File: src/rtl/max6675_spi_reader.sv
// SPI poller for a MAX6675 thermocouple converter: frames cs_n/sclk, shifts in the 16-bit SO word,
// and publishes raw frame, temperature and open-TC flag. Optional MAX6675_FRAME_CHECK_EN rejects bad frames.
module max6675_spi_reader #(
   parameter int CLK_DIV     = 4,
   parameter int CONV_CYCLES = 22000000
) (
   input  logic        clk,
   input  logic        rst_n,
   input  logic        en,
   input  logic        so,
   output logic        cs_n,
   output logic        sclk,
   output logic [15:0] frame,
   output logic [11:0] temp_raw,
   output logic        open_tc,
   output logic        frame_valid,
   output logic        busy,
   output logic        frame_err
);

   localparam int DW = $clog2(CLK_DIV);
   localparam int CW = $clog2(CONV_CYCLES + 1);
   localparam logic [DW-1:0] DIV_LAST  = DW'(CLK_DIV - 1);
   localparam logic [CW-1:0] CONV_LAST = CW'(CONV_CYCLES - 1);

   typedef enum logic [2:0] {
      WAIT_CONV,
      IDLE,
      CS_SETUP,
      SHIFT_LO,
      SHIFT_HI,
      CS_HOLD
   } state_t;

   state_t         state, state_n;
   logic [1:0]     so_sync;
   logic           so_s;
   logic [DW-1:0]  div_cnt;
   logic [CW-1:0]  conv_cnt;
   logic [3:0]     bit_cnt;
   logic [15:0]    shreg;
   logic           div_done;
   logic           shift_en;
   logic           frame_done;
   logic           start;
   logic           accept;

   assign so_s     = so_sync[1];
   assign div_done = (div_cnt == DIV_LAST);

   always_ff @(posedge clk) begin
      if (!rst_n) state <= WAIT_CONV;
      else        state <= state_n;
   end

   always_comb begin
      state_n    = state;
      shift_en   = 1'b0;
      frame_done = 1'b0;
      start      = 1'b0;
      case (state)
         WAIT_CONV: if (conv_cnt == CONV_LAST) state_n = IDLE;
         IDLE: begin
            if (en) begin
               state_n = CS_SETUP;
               start   = 1'b1;
            end
         end
         CS_SETUP: if (div_done) state_n = SHIFT_LO;
         SHIFT_LO: if (div_done) state_n = SHIFT_HI;
         SHIFT_HI: begin
            if (div_done) begin
               shift_en = 1'b1;
               state_n  = (bit_cnt == 4'd15) ? CS_HOLD : SHIFT_LO;
            end
         end
         CS_HOLD: begin
            if (div_done) begin
               frame_done = 1'b1;
               state_n    = WAIT_CONV;
            end
         end
         default: state_n = WAIT_CONV;
      endcase
   end

`ifdef MAX6675_FRAME_CHECK_EN
   // D15 is a dummy sign bit and D1 the device ID; both read 0 on a healthy bus.
   assign accept = ~shreg[15] & ~shreg[1];

   always_ff @(posedge clk) begin
      if (!rst_n)          frame_err <= 1'b0;
      else if (frame_done) frame_err <= ~accept;
   end
`else
   assign accept    = 1'b1;
   assign frame_err = 1'b0;
`endif

   always_ff @(posedge clk) begin
      if (!rst_n) begin
         so_sync     <= '0;
         div_cnt     <= '0;
         conv_cnt    <= '0;
         bit_cnt     <= '0;
         shreg       <= '0;
         cs_n        <= 1'b1;
         sclk        <= 1'b0;
         busy        <= 1'b1;
         frame       <= '0;
         temp_raw    <= '0;
         open_tc     <= 1'b0;
         frame_valid <= 1'b0;
      end else begin
         so_sync <= {so_sync[0], so};

         // Both counters restart on every state entry, so neither can wrap.
         if (state_n != state) begin
            div_cnt  <= '0;
            conv_cnt <= '0;
         end else if (state == WAIT_CONV) begin
            conv_cnt <= conv_cnt + 1'b1;
         end else if (state != IDLE) begin
            div_cnt <= div_cnt + 1'b1;
         end

         if (start)                             bit_cnt <= '0;
         else if (shift_en && bit_cnt != 4'd15) bit_cnt <= bit_cnt + 1'b1;

         if (shift_en) shreg <= {shreg[14:0], so_s};

         // Pins follow the next state so they change on the transition edge.
         cs_n        <= !(state_n inside {CS_SETUP, SHIFT_LO, SHIFT_HI, CS_HOLD});
         sclk        <= (state_n == SHIFT_HI);
         busy        <= (state_n != IDLE);
         frame_valid <= frame_done;

         if (frame_done) begin
            frame <= shreg;
            if (accept) begin
               open_tc <= shreg[2];
               if (!shreg[2]) temp_raw <= shreg[14:3];
            end
         end
      end
   end

endmodule
File: config.mk
export PLATFORM = sky130hd
export DESIGN_NAME = max6675_spi_reader
export DESIGN_NICKNAME = d
export VERILOG_FILES = /design/src/rtl/max6675_spi_reader.sv
export SDC_FILE = /design/constraint.sdc
export NUM_CORES = 1
export LEC_CHECK = 0
export CAP_MARGIN = 20
export CORE_MARGIN = 4
export CORE_UTILIZATION = 50
export DETAILED_ROUTE_END_ITERATION = 16
export PLACE_DENSITY = 0.72
export SYNTH_ARGS = -nofsm -noshare
export SYNTH_HDL_FRONTEND = slang
export SYNTH_SLANG_ARGS = --single-unit
File: constraint.sdc
create_clock -name clk -period 1.9 [get_ports clk]
set_input_delay 0.285 -clock clk [delete_from_list [all_inputs] [get_ports clk]]
set_output_delay 0.285 -clock clk [all_outputs]
set_load 0.02 [all_outputs]
== Word-level counts from Yosys, hierarchy flattened ==
Cells that the tools add are included.

* Input bits: 4
* Memories kept: 0
* Output and inout bits: 34
* RAM bits: 0
* Bits in registers: 85
* Bits in read-only memories: 0
* Bits in latches: 0
* Word-level logic and storage cells: 56

* Shift-type cells: 0
* Add/sub/neg operators: 3
* Multiply operators: 0
* Order comparisons: 0
* Bitwise logic cells: 3
* Reduce and logical (&&, ||, !) cells: 8
* Div/mod/pow operators: 0
* Multiplexer cells: 13
* Equality and inequality tests: 16

{| class="wikitable"
|+ Operators by type and width
! kind !! count
|-
| $add 25x1->25 const B || 1
|-
| $eq 25x25->1 const B || 1
|-
| $mux 3 || 7
|-
| $pmux 3 s6 || 1
|-
| $eq 3x2->1 const B || 4
|-
| $eq 3x3->1 const B || 4
|-
| $ne 3x1->1 const B || 2
|-
| $mux 1 || 5
|-
| $add 4x1->4 const B || 1
|-
| $eq 4x4->1 const B || 1
|-
| $ne 4x4->1 const B || 1
|-
| $reduce_and 2->1 || 2
|-
| $reduce_bool 4->1 || 1
|-
| $reduce_or 2->1 || 2
|-
| $eq 3x1->1 const B || 1
|-
| $logic_not 3->1 || 1
|-
| $ne 3x3->1 || 1
|-
| $not 1->1 || 3
|-
| $add 2x1->2 const B || 1
|-
| $eq 2x2->1 const B || 1
|-
| $logic_and 1x1->1 || 1
|-
| $logic_not 1->1 || 1
|}

== Logic depth before layout (Yosys ltp) ==
* Depth after elaboration: 7
* Depth in mapped cells: 7
* Mapped depth without buffers: 5

== Least setup slack after synthesis ==
OpenSTA, ideal clock, no wires.

* Path kind: reg2reg
* Start point: reg state[2]
* End point: reg busy
* Setup slack: -18 ps
* Cell stages (with the launch flop): 5
* Arrival time: 1798 ps
* Period minus slack after synthesis: 1918 ps
* Path buffers: 0
* Setup time: 120 ps
* Data required time: 1780 ps
* Path through: dfxtp_1 > nor4b_4 > nand4_1 > or4_1 > a211o_1

* Longest elaborated chain between the ends: 3
* Elaborated cells on any way between the ends: 14
* Those cells by class: eq/ne (6); mux (7); reduce/logical (1)

{| class="wikitable"
|+ Ends and longest elaborated chain
! what !! line !! RTL
|-
| start, declared || 35 || <nowiki>state_t state, state_n;</nowiki>
|-
| start signal, assigned || 53 || <nowiki>else state <= state_n;</nowiki>
|-
| $eq 3x3->1, or another cell as far along || 61 || <nowiki>case (state)</nowiki>
|-
| $pmux 3 s6 (*) || 61 ||
|-
| $ne 3x1->1 (*) || 135 || <nowiki>busy <= (state_n != IDLE);</nowiki>
|-
| end signal, assigned || 135 ||
|-
| end, declared || 17 || <nowiki>output logic busy,</nowiki>
|}

Mark *: on every way between the ends. The rest lies on a longest branch, timed or not.
A chain may end at the register's enable or synchronous reset.

== Worst setup path in the final report ==
* Start point: reg conv_cnt[14]
* End point: reg busy

* Longest elaborated chain between the ends: 4

{| class="wikitable"
|+ Ends and longest elaborated chain
! what !! line !! RTL
|-
| start, declared || 39 || <nowiki>logic [CW-1:0] conv_cnt;</nowiki>
|-
| start signal, assigned || 122 || <nowiki>conv_cnt <= conv_cnt + 1'b1;</nowiki>
|-
| $eq 25x25->1 || 62 || <nowiki>WAIT_CONV: if (conv_cnt == CONV_LAST) state_n = IDLE;</nowiki>
|-
| $mux 3 || 62 ||
|-
| $pmux 3 s6 || 61 ||
|-
| $ne 3x1->1 || 135 ||
|}

Every way passes these cells.

==> results_dict.tcl <==
set metrics [dict create \
    p_clk_share_pct 40.7 \
    cts_tree "done" \
    required_ns 2.15 \
    cp.arrival_ns 2.17 \
    crit_type "register to register" \
    synth_flop_cell "dfxtp_1" \
    final_common_cell "nand2_1" \
    switchingPower_mw 0.7208 \
    num_vias 3182 \
    drt_wl_total_um 8249 \
    ir_worst_vdd_uv 387.4 \
    die_width_um 92.67 \
    grt_pass1_vias 2876 \
    async_flop_share_pct 0 \
    grt_pass1_wl_um 13710 \
    fin_ws_ns -0.01721 \
    clk_latency_ns 0.36 \
    drt_iter0_drc 230 \
    holdPathEnd "so_sync[1]$_SDFF_PN0_" \
    cts_max_level 3 \
    cts_root_buffer "clkbuf_8" \
    worst_pin_slew_ns 0.5308 \
    r2r_start "conv_cnt[14]$_SDFFE_PP0P_" \
    area.growth.synth_to_final_pct 26.53 \
    violations "negative setup slack" \
    syn_nets 430 \
    synth.distinct_cells 39 \
    grt-ovfl-total 0 \
    fin_area_mm2 0.004536 \
    io_pins 38 \
    grt_setup_unrepaired "yes" \
    die_h_um 92.67 \
    r2r-end "busy$_SDFF_PN1_" \
    fill_cells 588 \
    grtUsageMet1_pct 26.99 \
    avgRoutedWirePerCell_um 14.10 \
    hold_viol_final 0 \
    run_status "finished with violations" \
    io_buffer_count 36 \
    drt-vias-per-instance 5.439 \
    grt_max_degree 52 \
    multi_input_area_mm2 0.001821 \
    num-nets-final 492 \
    synth-edff-count 0 \
    grt_use_total_pct 19.80 \
    gr-usage-met3_pct 3.981 \
    max_freq_ghz 0.5216 \
    finClkSkew_ns 0.009379 \
    use_met2_pct 31.00 \
    die_area_mm2 0.008588 \
    ys_seq_area_share_pct 46.91 \
    reg2reg_depth 5 \
    slew-limit-headroom_pct 64.31 \
    antennaDiodeCount 0 \
    cts.sinks 84 \
    final_cell_mix "nand2_1, dfxtp_1, a21boi_0, buf_4, clkdlybuf4s50_1" \
    worstPathMaxFanout 5 \
    hpwl_um 5499 \
    worst_hold_path_type "register to register" \
    yosys_warnings 0 \
    pre_cts_ws_ns -0.06710 \
    power_density_mw_per_mm2 691.1 \
    pwr-share-comb_pct 2.9 \
    setup_viol 1 \
    critPathCaptureType "register" \
    drv_slew 0 \
    avgSynthCellArea_um2 8.474 \
    ant_nets 0 \
    leakagePower_nw 1.561 \
    initial_core_util_pct 52.19 \
    rrSetupSlack_ns -0.02 \
    globalplace.congestion 0.8875 \
    timing.final.crit_share_pct 100.9 \
    timing.final.crit_period_ns 1.917 \
    drv_cap 0 \
    core-area_mm2 0.006869 \
    startpoint_type "register" \
    synthCells 423 \
    ff_latch_area_mm2 0.001694 \
    antenna_found_initial 0 \
    cts.clk_slew.worst_paths_ns 0.09 \
    drive_above_1_share_pct 15.34 \
    drc 0 \
    min_from "so_sync[0]$_SDFF_PN0_" \
    synth-seq-cells 84 \
    rows 30 \
    sequentialPowerShare_pct 56.4 \
    p_int_mw 2.414 \
    cts_max_path_buffers 2 \
    cts_buffers 9 \
    placed_area_mm2 0.004277 \
    switching_share_pct 22.99 \
    syn_area_mm2 0.003585 \
    drt_pre_antenna_iters 4 \
    worstHoldPathCells 1 \
    grt.busiest_layer "met2" \
]
## stage by stage
stage,cells,setup TNS [ns],hold WS [ns],utilization (%),power [mW]
after floorplan,423,0,0.4119,-,1.869
after global placement,567,-0.03250,0.4255,62.26,1.900
after CTS,582,0,0.4442,65.26,3.159
final,585,-0.01721,0.4404,66.03,3.134
after global routing,585,-0.3087,0.4684,66.03,3.247
after detailed placement,567,-0.2719,0.4221,62.26,1.902
## state kept, by name, indices dropped and copies added, names as in the netlist
name         cells
conv_cnt        25
frame           16
shreg           16
temp_raw        12
bit_cnt          4
state            3
div_cnt          2
so_sync          2
busy             1
cs_n             1
frame_valid      1
sclk             1
## kinds of logic (layout without fill, tap and decap cells)
kind of cell / Yosys count / count (layout) / synth area share, %
simple gates: 185 / 185 / 25.97
fa+ha+maj: 3 / 3 / 1.047
mux: 2 / 2 / 0.5585
buf+inv: 31 / 97 / 3.525
flops: 84 / 84 / 46.91
other cells: 1 / 1 / 0.1046
xor+xnor: 12 / 12 / 2.932
compound gates: 105 / 105 / 18.95
## per-layer routing
| metal | up-vias | wire (um) | share of wire (%) |
|---|---|---|---|
| met5 | - | 0 | 0 |
| li1 | 1600 | - | - |
| met1 | 1496 | 3893 | 47 |
| met2 | 76 | 3838 | 47 |
| met3 | 10 | 392 | 4.8 |
| met4 | 0 | 124 | 1.5 |
## critical path, stage by stage (launching register included)
cell and delay, ns:
dfxtp_4 0.37, nor4b_2 0.39, buf_4 0.18, nand2_1 0.07, or4_4 0.54, a211o_1 0.26
## power by group through the flow
stage | logic (mW) | registers, mW | clock network, mW
floorplan | 0.0581 | 1.81 | 0
global placement | 0.0888 | 1.81 | 0
detailed placement | 0.0902 | 1.81 | 0
CTS | 0.0904 | 1.77 | 1.30
global route | 0.102 | 1.77 | 1.38
finish | 0.0916 | 1.77 | 1.27
## worst max path at each step
stage | start | end | depth (start not counted)
after floorplan | state[1]$_SDFF_PN0_ | conv_cnt[0]$_SDFFE_PP0P_ | 5
after global placement | conv_cnt[6]$_SDFFE_PP0P_ | conv_cnt[24]$_SDFFE_PP0P_ | 4
after detailed placement | conv_cnt[4]$_SDFFE_PP0P_ | conv_cnt[24]$_SDFFE_PP0P_ | 4
after CTS | conv_cnt[14]$_SDFFE_PP0P_ | conv_cnt[24]$_SDFFE_PP0P_ | 5
after global routing | state[2]$_SDFF_PN0_ | busy$_SDFF_PN1_ | 5
final | conv_cnt[14]$_SDFFE_PP0P_ | busy$_SDFF_PN1_ | 5
## area by class of cell
class	count	area share, %
clock inverter	5	1.379
clock buffer	10	2.814
inverter	2	0.1655
timing repair buffer	80	15.50
multi-input combinational	308	40.14
tap	96	2.648
sequential	84	37.35
## synthesized netlist by cell type (3+ instances only)
cell | number | share of area (%)
nand2_1 | 92 | 9.6
dfxtp_1 | 84 | 47
a21boi_0 | 44 | 9.2
clkbuf_1 | 25 | 2.6
a21oi_1 | 23 | 3.2
o21ai_0 | 23 | 3.2
nor2_1 | 17 | 1.8
nand3_1 | 14 | 2.0
nand4_1 | 11 | 1.9
xor2_1 | 10 | 2.4
and3_1 | 9 | 1.6
or4_1 | 9 | 1.9
o31ai_1 | 7 | 1.5
or3_1 | 7 | 1.2
and2_1 | 6 | 1.0
and4_1 | 4 | 0.98
ha_1 | 3 | 1.0
nand4b_1 | 3 | 0.73
## repair_timing
action,in CTS,in global routing
buffers inserted,0,3
endpoints found under the setup margin,22,40
hold buffers,0,0
cloned,0,0
resized for setup,3,11
pin swaps,0,3
(Power assumes the default switching activity.)
